===== src/rtl/macish_mac_sched_if.sv =====
// Requester, result and MAC-side signal bundle for macish_mac_sched.
// The slave modport is the scheduler's view; master is the surrounding system.
interface macish_mac_sched_if #(
   parameter int LEN_W = 8
);
   logic             req0_valid, req1_valid;
   logic             req0_ready, req1_ready;
   logic [7:0]       req0_a, req0_b, req1_a, req1_b;
   logic             req0_last, req1_last;
   logic             res_valid, res_ready;
   logic [15:0]      res_data;
   logic             res_id;
   logic [LEN_W-1:0] res_count;
   logic             res_err;
   logic [7:0]       mac_dataa, mac_datab;
   logic             mac_clken, mac_sload;
   logic [15:0]      mac_adder_out;
   logic             busy;

   modport slave (
      input  req0_valid, req1_valid, req0_a, req0_b, req1_a, req1_b,
             req0_last, req1_last, res_ready, mac_adder_out,
      output req0_ready, req1_ready, res_valid, res_data, res_id, res_count,
             res_err, mac_dataa, mac_datab, mac_clken, mac_sload, busy
   );

   modport master (
      output req0_valid, req1_valid, req0_a, req0_b, req1_a, req1_b,
             req0_last, req1_last, res_ready, mac_adder_out,
      input  req0_ready, req1_ready, res_valid, res_data, res_id, res_count,
             res_err, mac_dataa, mac_datab, mac_clken, mac_sload, busy
   );
endinterface


===== src/rtl/macish_mac_sched.sv =====
// Round-robin scheduler sharing one macish MAC between two vector requesters.
// Optional stall timeout: define MACISH_MAC_SCHED_TIMEOUT_EN.
module macish_mac_sched #(
   parameter int MAC_LAT = 1,
   parameter int LEN_W   = 8,
   parameter int TO_CYC  = 16
) (
   input logic                 clk,
   input logic                 aclr,
   macish_mac_sched_if.slave   bus
);
   localparam logic [1:0] IDLE   = 2'd0;
   localparam logic [1:0] STREAM = 2'd1;
   localparam logic [1:0] DRAIN  = 2'd2;
   localparam logic [1:0] RESP   = 2'd3;

   localparam int DW = (MAC_LAT < 1) ? 1 : $clog2(MAC_LAT + 1);
   localparam logic [DW-1:0] DRAIN_END = DW'(MAC_LAT);

   if (MAC_LAT < 1 || TO_CYC < 1) begin : g_bad_param
      $error("macish_mac_sched: MAC_LAT and TO_CYC must be at least 1");
   end

   logic [1:0]       state;
   logic             gnt, last_gnt, first, err, grant_sel;
   logic [LEN_W-1:0] cnt;
   logic [DW-1:0]    dcnt;
   logic             sel_valid, sel_last, hs, stall_end;
   logic [7:0]       sel_a, sel_b;

   // Only the granted port is ever looked at.
   always_comb begin
      sel_valid = gnt ? bus.req1_valid : bus.req0_valid;
      sel_last  = gnt ? bus.req1_last  : bus.req0_last;
      sel_a     = gnt ? bus.req1_a     : bus.req0_a;
      sel_b     = gnt ? bus.req1_b     : bus.req0_b;
      hs        = (state == STREAM) && sel_valid;
      grant_sel = (bus.req0_valid && bus.req1_valid) ? ~last_gnt : bus.req1_valid;
   end

`ifdef MACISH_MAC_SCHED_TIMEOUT_EN
   localparam int TW = $clog2(TO_CYC + 1);
   logic [TW-1:0] to_cnt;

   assign stall_end = (state == STREAM) && !sel_valid && (to_cnt == TW'(TO_CYC - 1));

   always_ff @(posedge clk) begin
      if (!aclr || state != STREAM || hs) to_cnt <= '0;
      else                               to_cnt <= to_cnt + 1'b1;
   end
`else
   assign stall_end = 1'b0;
`endif

   always_ff @(posedge clk) begin
      if (!aclr) begin
         state         <= IDLE;
         gnt           <= 1'b0;
         last_gnt      <= 1'b1;
         first         <= 1'b0;
         err           <= 1'b0;
         cnt           <= '0;
         dcnt          <= '0;
         bus.res_data  <= '0;
         bus.mac_dataa <= '0;
         bus.mac_datab <= '0;
         bus.mac_clken <= 1'b0;
         bus.mac_sload <= 1'b0;
      end else begin
         // Bubble cycles fall out of hs being low; dataa/datab just hold.
         bus.mac_clken <= hs;
         bus.mac_sload <= hs && first;
         case (state)
            IDLE: begin
               if (bus.req0_valid || bus.req1_valid) begin
                  gnt      <= grant_sel;
                  last_gnt <= grant_sel;
                  cnt      <= '0;
                  first    <= 1'b1;
                  err      <= 1'b0;
                  state    <= STREAM;
               end
            end
            STREAM: begin
               if (hs) begin
                  bus.mac_dataa <= sel_a;
                  bus.mac_datab <= sel_b;
                  first         <= 1'b0;
                  if (cnt != '1) cnt <= cnt + 1'b1;
                  if (sel_last) begin
                     dcnt  <= '0;
                     state <= DRAIN;
                  end
               end else if (stall_end) begin
                  err   <= 1'b1;
                  dcnt  <= '0;
                  state <= DRAIN;
               end
            end
            DRAIN: begin
               // first still set means nothing reached the MAC this transaction.
               if (dcnt == DRAIN_END) begin
                  bus.res_data <= first ? '0 : bus.mac_adder_out;
                  state        <= RESP;
               end else begin
                  dcnt <= dcnt + 1'b1;
               end
            end
            default: begin
               if (bus.res_ready) state <= IDLE;
            end
         endcase
      end
   end

   always_comb begin
      bus.req0_ready = (state == STREAM) && !gnt;
      bus.req1_ready = (state == STREAM) && gnt;
      bus.res_valid  = (state == RESP);
      bus.res_id     = gnt;
      bus.res_count  = cnt;
      bus.res_err    = err;
      bus.busy       = (state != IDLE);
   end
endmodule


===== src/flat_wrapper.sv =====
// flat-port wrapper written by rule: the top's interface ports become plain ports
module macish_mac_sched_flat 
#(
   parameter int MAC_LAT = 1,
   parameter int LEN_W   = 8,
   parameter int TO_CYC  = 16
)
  (clk, aclr, bus_req0_valid, bus_req1_valid, bus_req0_a, bus_req0_b, bus_req1_a, bus_req1_b, bus_req0_last, bus_req1_last, bus_res_ready, bus_mac_adder_out, bus_req0_ready, bus_req1_ready, bus_res_valid, bus_res_data, bus_res_id, bus_res_count, bus_res_err, bus_mac_dataa, bus_mac_datab, bus_mac_clken, bus_mac_sload, bus_busy);
  macish_mac_sched_if #(.LEN_W(LEN_W)) bus_i ();
  input logic clk;
  input logic aclr;
  input wire logic [$bits(bus_i.req0_valid)-1:0] bus_req0_valid;
  input wire logic [$bits(bus_i.req1_valid)-1:0] bus_req1_valid;
  input wire logic [$bits(bus_i.req0_a)-1:0] bus_req0_a;
  input wire logic [$bits(bus_i.req0_b)-1:0] bus_req0_b;
  input wire logic [$bits(bus_i.req1_a)-1:0] bus_req1_a;
  input wire logic [$bits(bus_i.req1_b)-1:0] bus_req1_b;
  input wire logic [$bits(bus_i.req0_last)-1:0] bus_req0_last;
  input wire logic [$bits(bus_i.req1_last)-1:0] bus_req1_last;
  input wire logic [$bits(bus_i.res_ready)-1:0] bus_res_ready;
  input wire logic [$bits(bus_i.mac_adder_out)-1:0] bus_mac_adder_out;
  output wire logic [$bits(bus_i.req0_ready)-1:0] bus_req0_ready;
  output wire logic [$bits(bus_i.req1_ready)-1:0] bus_req1_ready;
  output wire logic [$bits(bus_i.res_valid)-1:0] bus_res_valid;
  output wire logic [$bits(bus_i.res_data)-1:0] bus_res_data;
  output wire logic [$bits(bus_i.res_id)-1:0] bus_res_id;
  output wire logic [$bits(bus_i.res_count)-1:0] bus_res_count;
  output wire logic [$bits(bus_i.res_err)-1:0] bus_res_err;
  output wire logic [$bits(bus_i.mac_dataa)-1:0] bus_mac_dataa;
  output wire logic [$bits(bus_i.mac_datab)-1:0] bus_mac_datab;
  output wire logic [$bits(bus_i.mac_clken)-1:0] bus_mac_clken;
  output wire logic [$bits(bus_i.mac_sload)-1:0] bus_mac_sload;
  output wire logic [$bits(bus_i.busy)-1:0] bus_busy;
  assign bus_i.req0_valid = bus_req0_valid;
  assign bus_i.req1_valid = bus_req1_valid;
  assign bus_i.req0_a = bus_req0_a;
  assign bus_i.req0_b = bus_req0_b;
  assign bus_i.req1_a = bus_req1_a;
  assign bus_i.req1_b = bus_req1_b;
  assign bus_i.req0_last = bus_req0_last;
  assign bus_i.req1_last = bus_req1_last;
  assign bus_i.res_ready = bus_res_ready;
  assign bus_i.mac_adder_out = bus_mac_adder_out;
  assign bus_req0_ready = bus_i.req0_ready;
  assign bus_req1_ready = bus_i.req1_ready;
  assign bus_res_valid = bus_i.res_valid;
  assign bus_res_data = bus_i.res_data;
  assign bus_res_id = bus_i.res_id;
  assign bus_res_count = bus_i.res_count;
  assign bus_res_err = bus_i.res_err;
  assign bus_mac_dataa = bus_i.mac_dataa;
  assign bus_mac_datab = bus_i.mac_datab;
  assign bus_mac_clken = bus_i.mac_clken;
  assign bus_mac_sload = bus_i.mac_sload;
  assign bus_busy = bus_i.busy;
  macish_mac_sched #(.MAC_LAT(MAC_LAT), .LEN_W(LEN_W), .TO_CYC(TO_CYC)) u_core (.clk(clk), .aclr(aclr), .bus(bus_i));
endmodule

===== config.mk =====
export PLATFORM = sky130hd
export DESIGN_NAME = macish_mac_sched_flat
export DESIGN_NICKNAME = d
export VERILOG_FILES = /design/src/rtl/macish_mac_sched_if.sv /design/src/rtl/macish_mac_sched.sv /design/src/flat_wrapper.sv
export SDC_FILE = /design/constraint.sdc
export NUM_CORES = 1
export LEC_CHECK = 0
export ABC_AREA = 0
export CAP_MARGIN = 0
export CELL_PAD_IN_SITES_DETAIL_PLACEMENT = 1
export CELL_PAD_IN_SITES_GLOBAL_PLACEMENT = 1
export CORE_ASPECT_RATIO = 0.6
export CORE_MARGIN = 4
export CORE_UTILIZATION = 26
export DETAILED_ROUTE_END_ITERATION = 6
export GPL_ROUTABILITY_DRIVEN = 0
export PLACE_DENSITY = 0.75
export SLEW_MARGIN = 5
export SYNTH_ARGS = -nofsm -noshare
export SYNTH_HDL_FRONTEND = slang
export SYNTH_SLANG_ARGS = --single-unit

===== constraint.sdc =====
create_clock -name clk -period 1.65 [get_ports clk]
set_input_delay 0.33 -clock clk [delete_from_list [all_inputs] [get_ports clk]]
set_output_delay 0.33 -clock clk [all_outputs]
set_load 0.005 [all_outputs]

# Yosys cells after proc, flatten, opt, wreduce, memory -nomap -nowiden
# Cells that the tools add are included.
# classes
n_addsub,2
multipliers,0
n_div,0
order_cmp,0
n_eq_ne,9
n_shift,0
muxes,23
bitwise_logic,1
n_reduce_logical,19
# ops
cell,count
8-bit 2-to-1 mux,5
16-bit 2-to-1 mux,1
8-bit case mux with 2 select lines,1
2-bit 2-to-1 mux,5
"8-bit by 1-bit adder with 8-bit output, second input constant",1
1-bit 2-to-1 mux,8
"2-bit by 1-bit != test with 1-bit output, second input constant",4
"8-bit != test, second input constant",1
2-bit case mux with 3 select lines,1
2-bit AND reduction,3
3-bit AND reduction,2
2-bit nonzero test,3
1-bit logical AND,5
5-bit AND reduction,1
"2-bit == test, second input constant",2
1-bit case mux with 2 select lines,2
4-bit AND reduction,1
4-bit nonzero test,1
"2-bit by 1-bit == test with 1-bit output, second input constant",1
2-bit logical NOT,1
"2-bit != test, second input constant",1
"1-bit adder, second input constant",1
1-bit logical NOT,1
1-bit logical OR,1
1-bit inverter,1
# word_totals
register_bits,48
latch_bits,0
mem_bits_rw,0
rom_bits,0
input_bits,55
output_inout_bits,48
word_cells,65
mem_count,0

# Logic depth before layout (Yosys ltp)
# Gate-level depths: netlist (run 1).
# depth
depth_word,4
ltp_mapped,8
depth_no_buf,6

# Worst setup path before layout (run 1)
# OpenSTA, ideal clock, no wires.
# synth_timing
kind,flip-flop to flip-flop
start,reg u_core.state[0]
end,reg u_core.state[0]
setup_time_ns,0.071
arrival_time_ns,1.673
t_required_ns,1.579
slack_ns,-0.094
stages_incl_launch_ff,7
path_buffers,0
synth_period_minus_slack_ns,1.744
cell_sequence,dfxtp_1 inv_1 ha_1 nor3_1 a221o_1 or4_1 a21oi_1
# synth_via
elab_chain_len,4
word_cells_on_any_way,11
cone_classes,eq/ne (6); mux (1); reduce/logical (4)
# synth_rtl
item,line_no,text
from (decl),macish_mac_sched.sv:24,logic [1:0] state;
from (signal assigned),macish_mac_sched.sv:57,state <= IDLE;
from (signal assigned),macish_mac_sched.sv:81,state <= STREAM;
from (signal assigned),macish_mac_sched.sv:92,state <= DRAIN;
2-bit by 1-bit == test with 1-bit output,"macish_mac_sched.sv:37, macish_mac_sched.sv:73",
1-bit logical AND,macish_mac_sched.sv:37,hs = (state == STREAM) && sel_valid;
2-bit by 1-bit != test with 1-bit output (no line),n/a,
5-bit AND reduction (no line),n/a,
# Several ways; a longest one is shown, not always the timed one.
# A chain may end at the register's enable or synchronous reset.

# Worst setup path in the final report (run 1)
# layout_timing
start,in bus_req0_valid
end,reg u_core.state[0]
# layout_via
elab_chain_len,4
word_cells_on_any_way,6
cone_classes,eq/ne (2); mux (1); reduce/logical (3)
# layout_rtl
item,line_no,text
from (decl),flat_wrapper.sv:12,input wire logic [$bits(bus_i.req0_valid)-1:0] bus_req0_valid;
1-bit 2-to-1 mux,macish_mac_sched.sv:33,sel_valid = gnt ? bus.req1_valid : bus.req0_valid;
1-bit logical AND,macish_mac_sched.sv:37,
2-bit by 1-bit != test with 1-bit output (no line),n/a,
5-bit AND reduction (no line) *,n/a,
# Mark *: on every way between the ends. The rest lies on a longest branch, timed or not.

==> results of run 1 <==
==> worst min-delay path, stage by stage (launching register included) <==
cell and delay (ps):
dfxtp_1 320, a21oi_1 60, nor2_1 80
==> timing repair <==
action	CTS	global route
pin swaps	0	4
gates resized for setup	16	17
setup endpoints to repair	10	32
hold endpoints to repair	0	0
setup buffers	2	3
gates cloned	0	1
==> area by class of cell <==
| cell class | instances | area, um^2 |
|---|---|---|
| Multi-Input combinational cell | 178 | 1217 |
| Timing Repair Buffer | 138 | 1325 |
| Tap cell | 108 | 135.1 |
| Fill cell | 922 | 4234 |
| Clock inverter | 2 | 13.76 |
| Inverter | 9 | 36.28 |
| Sequential cell | 48 | 969.7 |
| Clock buffer | 6 | 138.9 |
==> cell usage after synthesis, types with 2 or more instances <==
master     n  area [um^2]
nand2_1    7        26.28
inv_1      8        30.03
buf_2      4        20.02
or4_1      2        15.01
a41o_1     2        20.02
a21oi_1   24        120.1
a211oi_1  19        142.6
nor3_1     3        15.01
dfxtp_1   48        960.9
mux2i_1   18        180.2
o211ai_1   2        15.01
nor2_1    40        150.1
o21ai_0    8        40.04
ha_1       8        100.1
nand3_1    5        25.02
nor3b_1   16        120.1
and2_1     4        25.02
o311ai_0   2        17.52
or3_1      3        18.77
clkbuf_1  13        48.80
==> layout by cell type (no fill, tap or decap), drive strengths merged, types with 2 or more instances in the layout <==
cell / synthesis / final
nor2: 40 / 40
dfxtp: 48 / 48
o311ai: 2 / 2
o21ai: 8 / 8
clkbuf: 13 / 9
nor3b: 16 / 16
or4: 2 / 2
nor3: 3 / 3
dlymetal6s2s: 0 / 2
clkdlybuf4s50: 0 / 96
o211ai: 2 / 2
nand2: 7 / 7
ha: 8 / 8
mux2i: 18 / 18
a41o: 2 / 2
buf: 5 / 36
nand3: 5 / 5
a211oi: 19 / 19
or3: 3 / 3
and2: 4 / 4
inv: 8 / 9
a21oi: 24 / 24
==> worst max-delay path by stage <==
stage | from | to
after floorplan | u_core.state[0]$_SDFFE_PN0P_ | u_core.state[0]$_SDFFE_PN0P_
after global placement | bus_req0_valid | u_core.state[0]$_SDFFE_PN0P_
after detailed placement | bus_req0_valid | u_core.state[0]$_SDFFE_PN0P_
after CTS | u_core.state[1]$_SDFFE_PN0P_ | bus_req1_ready
after global routing | bus_req0_valid | u_core.bus.mac_datab[2]$_SDFFE_PN0P_
final | bus_req0_valid | u_core.state[0]$_SDFFE_PN0P_
==> state kept, by name (all words and copies together), names as in the netlist <==
| register | count |
|---|---|
| u_core.bus.mac_datab | 8 |
| u_core.bus.res_data | 16 |
| u_core.bus.res_count | 8 |
| u_core.bus.res_id | 1 |
| u_core.bus.mac_clken | 1 |
| u_core.bus.mac_dataa | 8 |
| u_core.state | 2 |
| u_core.dcnt | 1 |
| u_core.last_gnt | 1 |
| u_core.first | 1 |
| u_core.bus.mac_sload | 1 |
==> per-layer routing <==
metal	vias up	share of wire [%]	GRT usage, %
met4	0	0.68	2.998
li1	1156	-	-
met2	62	45	24.26
met1	1109	48	19.93
met5	-	0	0
met3	5	5.6	4.144
==> metrics by stage <==
step	hold slack [ps]	area, um^2	util [%]
6_report	497.2	3836	47.53
5_1_grt	528.1	3836	47.53
4_1_cts	498.8	3759	46.57
3_5_place_dp	481.4	3550	43.98
3_3_place_gp	471.1	3550	43.98
2_1_floorplan	466.2	2220	-
==> report_power, final <==
group	switching, mW	internal, mW	total, mW	leakage [nW]
Combinational	0.921	1.12	2.04	0.973
Sequential	0.158	1.33	1.49	0.391
Clock	0.450	0.604	1.05	0.0734
==> cells by family after synthesis <==
group | after synthesis | synth area share, %
compound gates | 66 | 19.38
fa+ha+maj | 8 | 4.520
buf+inv | 27 | 4.972
flops | 48 | 43.39
mux | 18 | 8.135
other cells | 1 | 0.1693
simple gates | 85 | 19.44
==> summary.md, run 1 <==
| Metric | Value |
|---|---|
| Layout cells sized above 1 | `17.06%` |
| Top_reg_cell synth | `dfxtp_1` |
| Initial antenna violation count | `0` |
| WL/cell | `approximately 16 um` |
| Worst path bufs/invs | `1` |
| PD cells | `roughly 1200 nW/um^2` |
| Unrepaired setup endpoints after global routing | `yes` |
| Crit path DAT | `approximately 1900 ps` |
| 1st-iter DRT viols | `between 100 and 150` |
| CTS tree | `yes` |
| RR Startpoint | `u_core.state[1]$_SDFFE_PN0P_` |
| R2r setup slk | `-40 ps` |
| Post-synthesis sequential area ratio | `43.39%` |
| Die Ht | `between 70 and 80 um` |
| Mapped cell area | `around 2200 um^2` |
| First-pass GRT wire length | `roughly 12000 um` |
| Crit-path cells | `clkdlybuf4s50_1 -> mux2i_1 -> a22o_1 -> or4_4 -> a21oi_2` |
| Area growth from synthesis to layout | `73.22%` |
| Largest net degree at the start of global routing | `36` |
| Number of global-route vias before repair | `2393` |
| Number of synthesized flops with an enable pin | `0` |
| Global route overflow | `0` |
| Normalized max-slew margin | `55.49%` |
| Fin. max-slew vios | `0` |
| Worst path max stage delay | `roughly 530 ps` |
| Worst Hold Path EP | `u_core.bus.res_data[2]$_SDFFE_PN0P_` |
| Port Buf Inserts | `~100` |
| # IOs | `approximately 100` |
| Clock latency on the worst-skew pair | `just under 300 ps` |
| Placed cells | `475` |
| Path type of the worst setup path | `in -> reg` |
| Vias/cell | `around 4.8` |
| Crit path max-delay family | `buffers and inverters` |
| Initial Util | `a little over a quarter` |
| TritonCTS buffer count | `5` |
| Maximum capacitance violations | `0` |
| CTS Sinks | `48` |
| Hold_sp | `u_core.bus.res_data[2]$_SDFFE_PN0P_` |
| Critical path depth | `5` |
| Die footprint | `slightly above 10000 um^2` |
| R2R cell count | `5` |
| Drt total wl | `between 7000 and 8000 um` |
| Tcrit/Tclk final | `103.3%` |
| Ys async rst share | `0%` |
| ANT cells | `0` |
| WHS Path Cells | `2` |
| Type of origin of the critical path | `primary input` |
| Pwr Total | `4.584 mW` |
| # DRC | `0` |
| Post-synthesis cell type count | `37` |
| Status | `finished, violations left` |
| VDD IR-drop max | `between 0.0005 and 0.0006 V` |
| Via count | `approximately 2300` |
| Crit-path max FO | `4` |
| Failing checks | `negative setup slack` |
| Final setup viols | `5` |
| Hpwl dp | `between 5000 and 6000 um` |
| Setup_tns | `-122.5 ps` |
| Die width | `127.2 um` |
| Core Footprint | `about 8100 um^2` |
| RR Endpoint | `u_core.state[0]$_SDFFE_PN0P_` |
| Synth Net Count | `about 320` |
| PnR worst setup slack | `-55.27 ps` |
| Row count | `25` |
| Clock transition at path regs | `60 ps` |
| Worst path slowest cell | `clkdlybuf4s50_1` |
| Clk_skew | `about 7.3 ps` |
| Gr usage total | `~15%` |
| Avg Cell Area, Syn | `a little under 9 um^2` |
| CTS Hold Bufs | `0` |
| Clk root buf | `clkbuf_16` |
| Min-Delay Path Class | `reg -> reg` |
| Synthesized instance count | `~250` |
| CTS Buffer Depth | `2` |
| Worst EP required | `around 1900 ps` |
| Fmax | `0.5864 GHz` |
| YS warnings | `0` |
| Post-place setup slack | `-382.0 ps` |
| Worst Setup End Kind | `flop` |
| Final Non-Filler Cells | `489` |
| Yosys reg bits | `between 40 and 50` |
| Leak Pwr | `about 1.4 nW` |
| Drt pass-1 iters | `4` |
| Detail Route Antenna Nets | `0` |
| Final #Nets | `~440` |
| # H-tree levels | `2` |
| Fin. Hold Viols | `0` |
| Minimum clock period | `around 1700 ps` |
| Slew @ Worst Pin | `666.7 ps` |
No activity file was read; power rests on OpenSTA's default activity.
==> run 2: changes to the inputs <==
--- a/config.mk
+++ b/config.mk
@@ -10,10 +10,11 @@
 export CELL_PAD_IN_SITES_DETAIL_PLACEMENT = 1
 export CELL_PAD_IN_SITES_GLOBAL_PLACEMENT = 1
 export CORE_ASPECT_RATIO = 0.6
-export CORE_MARGIN = 4
+export CORE_MARGIN = 2
 export CORE_UTILIZATION = 26
 export DETAILED_ROUTE_END_ITERATION = 6
 export GPL_ROUTABILITY_DRIVEN = 0
+export GPL_TIMING_DRIVEN = 1
 export PLACE_DENSITY = 0.75
 export SLEW_MARGIN = 5
 export SYNTH_ARGS = -nofsm -noshare
==> run 2 against run 1 <==
  * The run still ends with negative setup slack left
  * Clock power grew 10%
  * Wire length up 1.3%
  * Clock-buffer cell count up 1
  * Fmax fell by 2.5%
  * Largest power group unchanged
==> summary.md, run 2 (synthesis gave the netlist of run 1 again) <==
| Metric | Value |
|---|---|
| Worst Setup End Kind | `flop (unchanged)` |
| PD cells | `1231 nW/um^2 (was 1195 nW/um^2)` |
| Commonest non-fill, non-tap cell in the layout | `clkdlybuf4s50_1 (unchanged)` |
| Failing checks | `negative setup slack (unchanged)` |
| Largest net degree at the start of global routing | `33 (was 36)` |
| ANT cells | `0 (unchanged)` |
| Vias/cell | `4.775 (was 4.769)` |
| Global route overflow | `0 (unchanged)` |
| Die footprint | `9297 um^2 (was 10110 um^2)` |
| Type of origin of the critical path | `flop (was primary input)` |
| Number of global-route vias before repair | `2491 (was 2393)` |
| Via count | `2373 (was 2332)` |
| Die Ht | `75.49 um (was 79.49 um)` |
| Area growth from synthesis to layout | `82.20% (was 73.22%)` |
| Fin. Hold Viols | `0 (unchanged)` |
| Maximum capacitance violations | `0 (unchanged)` |
| Clk root buf | `clkbuf_16 (unchanged)` |
| Crit path DAT | `1960 ps (was 1920 ps)` |
| # H-tree levels | `2 (unchanged)` |
| Clock latency on the worst-skew pair | `290 ps (about the same)` |
| First-pass GRT wire length | `12360 um (was 12280 um)` |
| Clk_skew | `7.684 ps (was 7.300 ps)` |
| Worst EP required | `1860 ps (about the same)` |
| Drt total wl | `7906 um (was 7802 um)` |
| Drt pass-1 iters | `4 (unchanged)` |
| Initial Util | `26.39% (was 27.44%)` |
| M3 GR Usage | `4.266% (was 4.144%)` |
| # IOs | `103 (unchanged)` |
| Leak Pwr | `1.509 nW (was 1.438 nW)` |
| Die width | `123.2 um (was 127.2 um)` |
| Initial antenna violation count | `0 (unchanged)` |
| TritonCTS buffer count | `5 (unchanged)` |
| Clock transition at path regs | `60 ps (about the same)` |
| Final #Nets | `447 (was 443)` |
| Final Non-Filler Cells | `497 (was 489)` |
| Status | `finished, violations left (unchanged)` |
| Core Footprint | `8393 um^2 (was 8070 um^2)` |
| Port Buf Inserts | `101 (unchanged)` |
| Hpwl dp | `5573 um (was 5811 um)` |
| Path type of the worst setup path | `reg -> reg (was in -> reg)` |
| Crit-path max FO | `3 (was 4)` |
| Placed cells | `480 (was 475)` |
| CTS Hold Bufs | `0 (unchanged)` |
| PnR worst setup slack | `-99.57 ps (was -55.27 ps)` |
| Unrepaired setup endpoints after global routing | `yes (unchanged)` |
| Minimum clock period | `1750 ps (was 1705 ps)` |
| CTS Buffer Depth | `2 (unchanged)` |
| CTS tree | `yes (unchanged)` |
| Detail Route Antenna Nets | `0 (unchanged)` |
| # DRC | `0 (unchanged)` |
| Fill count | `960 (was 922)` |
| Fin. max-slew vios | `0 (unchanged)` |
| WL/cell | `15.91 um (was 15.96 um)` |
| Max FFs per register | `16 (unchanged)` |
| Tcrit/Tclk final | `106.0% (was 103.3%)` |
| 1st-iter DRT viols | `65 (was 103)` |
| Tightest hold margin | `492.2 ps (was 497.2 ps)` |
| Met1 Track Usage GR | `22.60% (was 19.93%)` |
| Commonest non-fill, non-tap cells in the layout | `clkdlybuf4s50_1, nor2_1, dfxtp_1 (was clkdlybuf4s50_1, dfxtp_1, nor2_1)` |
| VDD IR-drop max | `0.0005158 V (was 0.0005335 V)` |
| Met2 Use GR | `28.63% (was 24.26%)` |
| Layer with the highest usage | `met2 (unchanged)` |
| Register with the most flip-flops | `u_core.bus.res_data (unchanged)` |
| Row count | `26 (was 25)` |
| Final setup viols | `2 (was 5)` |
| CTS Sinks | `48 (unchanged)` |
| Gr usage total | `17.05% (was 14.93%)` |
| Fmax | `0.5716 GHz (was 0.5864 GHz)` |
| Layout cells sized above 1 | `22.60% (was 17.06%)` |
| Min-Delay Path Class | `reg -> reg (unchanged)` |
## run 2: layer usage
layer  share of wire (%)  up-vias
li1                    -     1171
met1                  49     1136
met2                  45       62
met3                 5.9        4
met4                0.51        0
met5                   0        -
## run 2: critical path, cell delays in order, from the launching register on
cell     delay, ps
dfxtp_4        370
inv_6           40
buf_6          110
ha_4           260
nor3_2          40
a221o_1        290
buf_6          130
or3_4          320
a21oi_2        110
## run 2: stage by stage
stage	worst slack (ps)	cell area [um^2]	total power, mW	util [%]	TNS, ps
floorplan	8.279	2220	2.291	-	0
global placement	-275.0	3562	3.225	42.44	-6918
detailed placement	-438.1	3562	3.304	42.44	-8752
CTS	-113.3	3995	4.937	47.60	-771.2
global route	-167.0	4035	5.274	48.08	-703.3
finish	-99.57	4035	4.967	48.08	-178.6
## run 2: repair_timing
item | 4_1_cts | 5_1_grt
endpoints found under the hold margin | 0 | 0
endpoints found under the setup margin | 24 | 36
pin swaps | 6 | 3
gates cloned | 2 | 0
resized for setup | 42 | 22
buffers inserted | 6 | 1
## run 2: report_power, final
| group | leakage, nW | internal, mW | switching [mW] |
|---|---|---|---|
| clock network | 0.0852 | 0.699 | 0.459 |
| registers | 0.394 | 1.33 | 0.126 |
| logic | 1.03 | 1.29 | 1.06 |
| total | 1.51 | 3.32 | 1.65 |
## run 2: worst paths after layout
path / from / end / slack (ps) / depth (start not counted)
setup / recovery: u_core.state[1]$_SDFFE_PN0P_ / u_core.state[1]$_SDFFE_PN0P_ / -100 / 8
hold / removal: u_core.bus.res_data[12]$_SDFFE_PN0P_ / u_core.bus.res_data[12]$_SDFFE_PN0P_ / 490 / 2
setup reg to reg: u_core.state[1]$_SDFFE_PN0P_ / u_core.state[1]$_SDFFE_PN0P_ / -100 / 8
hold reg to reg: u_core.bus.res_data[12]$_SDFFE_PN0P_ / u_core.bus.res_data[12]$_SDFFE_PN0P_ / 490 / 2
## run 2: cell type report
| type | instances | area (um^2) | share of cell area (%) |
|---|---|---|---|
| flip-flops and latches | 48 | 978.4 | 24.25 |
| multi-input cells | 178 | 1316 | 32.62 |
| well taps | 112 | 140.1 | 3.473 |
| repair buffers | 142 | 1389 | 34.42 |
| clock inverters | 1 | 8.758 | 0.2171 |
| inverters | 9 | 38.79 | 0.9612 |
| clock buffers | 7 | 163.9 | 4.062 |
==> patch 1 (config.mk and constraints of run 1) <==
`LEN_W` is set to 8 in 3 places; all go to 4.
--- a/src/rtl/macish_mac_sched_if.sv
+++ b/src/rtl/macish_mac_sched_if.sv
@@ -2,5 +2,5 @@
 // The slave modport is the scheduler's view; master is the surrounding system.
 interface macish_mac_sched_if #(
-   parameter int LEN_W = 8
+   parameter int LEN_W = 4
 );
    logic             req0_valid, req1_valid;
--- a/src/rtl/macish_mac_sched.sv
+++ b/src/rtl/macish_mac_sched.sv
@@ -3,5 +3,5 @@
 module macish_mac_sched #(
    parameter int MAC_LAT = 1,
-   parameter int LEN_W   = 8,
+   parameter int LEN_W   = 4,
    parameter int TO_CYC  = 16
 ) (
--- a/src/flat_wrapper.sv
+++ b/src/flat_wrapper.sv
@@ -3,5 +3,5 @@
 #(
    parameter int MAC_LAT = 1,
-   parameter int LEN_W   = 8,
+   parameter int LEN_W   = 4,
    parameter int TO_CYC  = 16
 )
Interface: changed (resized bus_res_count); port bits go from 103 to 99. The function was not compared with the original's and may differ.
==> patch 1 against run 1 <==
Power shrank 4.9%. Clock skew is 0.0030 ns lower. Register-to-register slack improved by 0.17 ns. Wire length fell by 15%. Synthesized cell count is 12% lower. Area after synthesis decreased by 3.0%. Sequential cell count shrank 4. Combinational power is 9.8% lower. Die area fell by 2.8%. Setup slack improved by 0.11 ns. First-iteration DRC count is 44% lower. Design area shrank 8.6%. Count of clock-buffer cells in the layout is 1 lower.
==> patch 1: results (changes against run 1) <==
Critical path
  – Reg2reg path depth: 5 (unchanged)
  – CP Max Fanout: 3 (was 4)
  – Worst EP arrival: 1.27 ns (was 1.92 ns)

Synth
  – Post-synthesis sequential area ratio: 41.0% (was 43.4%)
  – Post-synth top cells: 44 x dfxtp_1, 25 x nor2_1, 22 x mux2i_1 (was 48 x dfxtp_1, 40 x nor2_1, 24 x a21oi_1)
  – Syn_nets: 284 (was 316)
  – Largest cells by area after synthesis: dfxtp_1 41%, mux2i_1 10%, a211oi_2 9.3%, nor3b_1 5.6%, a21oi_1 4.7% (was dfxtp_1 43%, mux2i_1 8.1%, nor2_1 6.8%, a211oi_1 6.4%, a21oi_1 5.4%)
  – Post-synth cell types: 38 (was 37)

Clock network
  – Worst skew pair latency: 0.29 ns (about the same)
  – PostCTS Resize Cnt: 9 (was 16)
  – Setup Buffers After CTS: 0 (was 2)

Status
  – Run status: finished, final reports clean (was finished with violations)

Final layout
  – Fraction of layout cells with a size suffix above 1: 21.1% (was 17.1%)
  – Nets: 388 (was 443)
  – Fillers: 888 (was 922)

Placement
  – Placed inst area: 0.00332 mm^2 (was 0.00355 mm^2)
  – Post-DP HPWL: 5280 um (was 5810 um)
  – Port Buf Inserts: 97 (was 101)

Route
  – 1st-iter DRT viols: 58 (was 103)
  – Avg Vias per Cell: 4.51 (was 4.77)
  – Routed wire length per instance: 15.2 um (was 16.0 um)
  – Met3 routed WL: 305 um (was 439 um)
  – Met1 Wirelength: 3240 um (was 3780 um)
  – Routed met2 length: 3020 um (was 3530 um)

Global routing
  – M1 GR Usage: 18.9% (was 19.9%)
  – Largest net degree at the start of global routing: 37 (was 36)
  – Vias in the first global route: 2,077 (was 2,393)
  – First-pass GRT wire length: 11,000 um (was 12,300 um)

Power
  – P_comb: 1.84 mW (was 2.04 mW)
  – P_seq: 1.37 mW (was 1.49 mW)
  – Pint: 2.94 mW (was 3.05 mW)
  – Static Leak: 1.26 nW (was 1.44 nW)
  – Peak supply drop: 0.552 mV (was 0.533 mV)

Timing
  – Clk_skew: 0.00426 ns (was 0.00730 ns)
## patch 1: worst paths after layout
| check | endpoint | slack (ns) | startpoint |
|---|---|---|---|
| hold reg to reg | u_core.bus.res_data[3]$_SDFFE_PN0P_ | 0.49 | u_core.bus.res_data[3]$_SDFFE_PN0P_ |
| setup / recovery | bus_req1_ready | 0.05 | u_core.state[1]$_SDFFE_PN0P_ |
| setup reg to reg | u_core.state[1]$_SDFFE_PN0P_ | 0.13 | u_core.state[0]$_SDFFE_PN0P_ |
| hold / removal | u_core.bus.res_data[3]$_SDFFE_PN0P_ | 0.49 | u_core.bus.res_data[3]$_SDFFE_PN0P_ |
## patch 1: kinds of logic after synthesis
group	share of synthesized area (%)
simple gates	18.9
other cells	0.175
compound gates	19.3
fa+ha+maj	4.08
buf+inv	6.29
flops	41.0
mux	10.3
## patch 1: through the flow
| step | setup TNS (ns) | utilization (%) | power (mW) | worst slack, ns | cells |
|---|---|---|---|---|---|
| after floorplan | 0 | - | 2.45 | 0.0749 | 222 |
| after global routing | 0 | 44.1 | 4.66 | 0.00516 | 435 |
| after detailed placement | -2.59 | 41.8 | 3.27 | -0.183 | 427 |
| final | 0 | 44.1 | 4.36 | 0.0509 | 435 |
| after CTS | 0 | 44.0 | 4.42 | 0.00579 | 435 |
| after global placement | -1.53 | 41.8 | 3.20 | -0.0828 | 427 |
## patch 1: worst max-delay path: stages (launching register included)
cell and delay, ns:
dfxtp_2 0.34, inv_2 0.05, ha_2 0.17, and2_4 0.16, dlygate4sd2_1 0.26
## patch 1: cell type report
type                    instances  area [um^2]  area share [%]
multi-input cells             156         1140            32.6
flip-flops and latches         44          890            25.4
inverters                       5         18.8           0.536
clock inverters                 3         47.5            1.36
well taps                     108          135            3.86
repair buffers                114         1140            32.7
clock buffers                   5          125            3.57
==> patch 2 (settings of run 1) <==
Without the edit above. Build with the macro `MACISH_MAC_SCHED_TIMEOUT_EN` defined.
--- a/src/rtl/macish_mac_sched.sv
+++ b/src/rtl/macish_mac_sched.sv
@@ -1,4 +1,6 @@
 // Round-robin scheduler sharing one macish MAC between two vector requesters.
 // Optional stall timeout: define MACISH_MAC_SCHED_TIMEOUT_EN.
+`define MACISH_MAC_SCHED_TIMEOUT_EN
+
 module macish_mac_sched #(
    parameter int MAC_LAT = 1,
Formal check against the unedited RTL: no difference found for any inputs over 10 cycles, from zero or initial values; that may be too few to reach the edited logic, so the function may still have changed.
==> patch 2 against run 1 <==
Design area grew 8.7%. First-iteration DRC count grew 21%. Die area grew 11%. Wire length grew 0.90%. Power grew 5.4%. Setup slack gained 0.090 ns. Area after synthesis grew 12%. Global-route usage shrank 0.71 points. Sequential cell count grew 6. Critical path type is now flop to primary output. Largest power group unchanged.
==> patch 2: results (changes against run 1) <==
Status
  – Run status: finished, final reports clean (was finished with violations)

Timing
  – Max-slew headroom: 82.1% (was 55.5%)
  – Clk_skew: 0.00451 ns (was 0.00730 ns)

Power
  – Static Leak: 1.73 nW (was 1.44 nW)

Synth
  – Syn_nets: 331 (was 316)
  – Post-synth cell types: 36 (was 37)
  – Largest cells by area after synthesis: dfxtp_1 43%, mux2i_1 8.5%, o211a_1 6.4%, a21oi_1 5.0%, nor2b_1 5.0% (was dfxtp_1 43%, mux2i_1 8.1%, nor2_1 6.8%, a211oi_1 6.4%, a21oi_1 5.4%)
  – Post-synthesis mux area share: 9.01% (was 8.14%)
  – Ys async rst share: 0% (unchanged)
  – XOR/XNOR Fraction of Synth Area: 0.705% (was 0%)
  – Post-synthesis sequential area ratio: 43.5% (was 43.4%)
  – Synth Area in Compound Gates: 16.2% (was 19.4%)
  – Adder-Cell Fraction of Synth Area: 3.52% (was 4.52%)
  – Syn Area/Cell: 9.24 um^2 (was 8.75 um^2)

Placement
  – Port Buf Inserts: 102 (was 101)
  – Placed inst area: 0.00388 mm^2 (was 0.00355 mm^2)
  – Placed cell count: 515 (was 475)
  – Post-DP HPWL: 6020 um (was 5810 um)

Critical path
  – Reg2reg path depth: 7 (was 5)
  – CP Max Fanout: 5 (was 4)
  – Worst EP arrival: 1.29 ns (was 1.92 ns)

Min path
  – Hold path depth: 1 (was 2)

Global routing
  – Largest net degree at the start of global routing: 35 (was 36)
  – M1 GR Usage: 18.9% (was 19.9%)
  – First-pass GRT wire length: 13,100 um (was 12,300 um)
  – GR Layer Usage met2: 21.6% (was 24.3%)
  – GR met3 Demand/Resource: 5.96% (was 4.14%)
  – GRT Overall Usage: 14.2% (was 14.9%)

Route
  – 1st-iter DRT viols: 125 (was 103)
  – Routed wire length per instance: 15.0 um (was 16.0 um)
  – Routed met2 length: 3360 um (was 3530 um)
  – Avg Vias per Cell: 4.62 (was 4.77)
  – Met3 routed WL: 727 um (was 439 um)

Final layout
  – Fraction of layout cells with a size suffix above 1: 16.5% (was 17.1%)
  – Nets: 457 (was 443)
  – Finished Layout Cells: 525 (was 489)

Clock network
  – Setup Buffers After CTS: 4 (was 2)
==> patch 2: cell types whose count changed in the layout (fill, tap and decap cells not counted), sizes merged, moves of 3 or more <==
cell,delta
a211oi,-19
clkbuf,-4
clkdlybuf4s15,+3
dfxtp,+6
mux2i,+4
nand2,+25
nand4,+3
nor2,-33
nor2b,+19
o211a,+16
==> patch 2: final timing paths <==
kind,from,endpoint
setup / recovery,u_core.bus.res_count[4]$_SDFFE_PN0P_,bus_res_count[4]
hold / removal,u_core.to_cnt[0]$_SDFF_PP0_,u_core.to_cnt[0]$_SDFF_PP0_
setup reg to reg,u_core.state[1]$_SDFFE_PN0P_,u_core.bus.res_count[4]$_SDFFE_PN0P_
hold reg to reg,u_core.to_cnt[0]$_SDFF_PP0_,u_core.to_cnt[0]$_SDFF_PP0_
==> patch 2: where the power goes <==
group / switching, mW / internal [mW] / total (mW) / leakage [nW]
Sequential: 0.118 / 1.49 / 1.61 / 0.440
Combinational: 0.904 / 1.13 / 2.03 / 1.21
Clock: 0.479 / 0.711 / 1.19 / 0.0799
Total: 1.50 / 3.33 / 4.83 / 1.73
==> patch 2: area by class of cell <==
cell class,instances,area [um^2]
Fill cell,1056,5090
Multi-Input combinational cell,190,1390
Timing Repair Buffer,137,1340
Sequential cell,54,1090
Tap cell,130,163
Clock buffer,5,125
Clock inverter,2,38.8
Inverter,7,26.3
==> patch 2: critical path, cell delays in order, from the launching register on <==
cell	delay, ns
dfxtp_2	0.35
buf_4	0.14
clkdlybuf4s50_1	0.50
==> patch 2: metrics by stage <==
stage / hold WS, ns / setup WS [ns]
2_1_floorplan: 0.418 / 0.0451
3_3_place_gp: 0.433 / -0.249
6_report: 0.451 / 0.0343
4_1_cts: 0.458 / 0.00229
3_5_place_dp: 0.447 / -0.352
5_1_grt: 0.501 / -0.0134
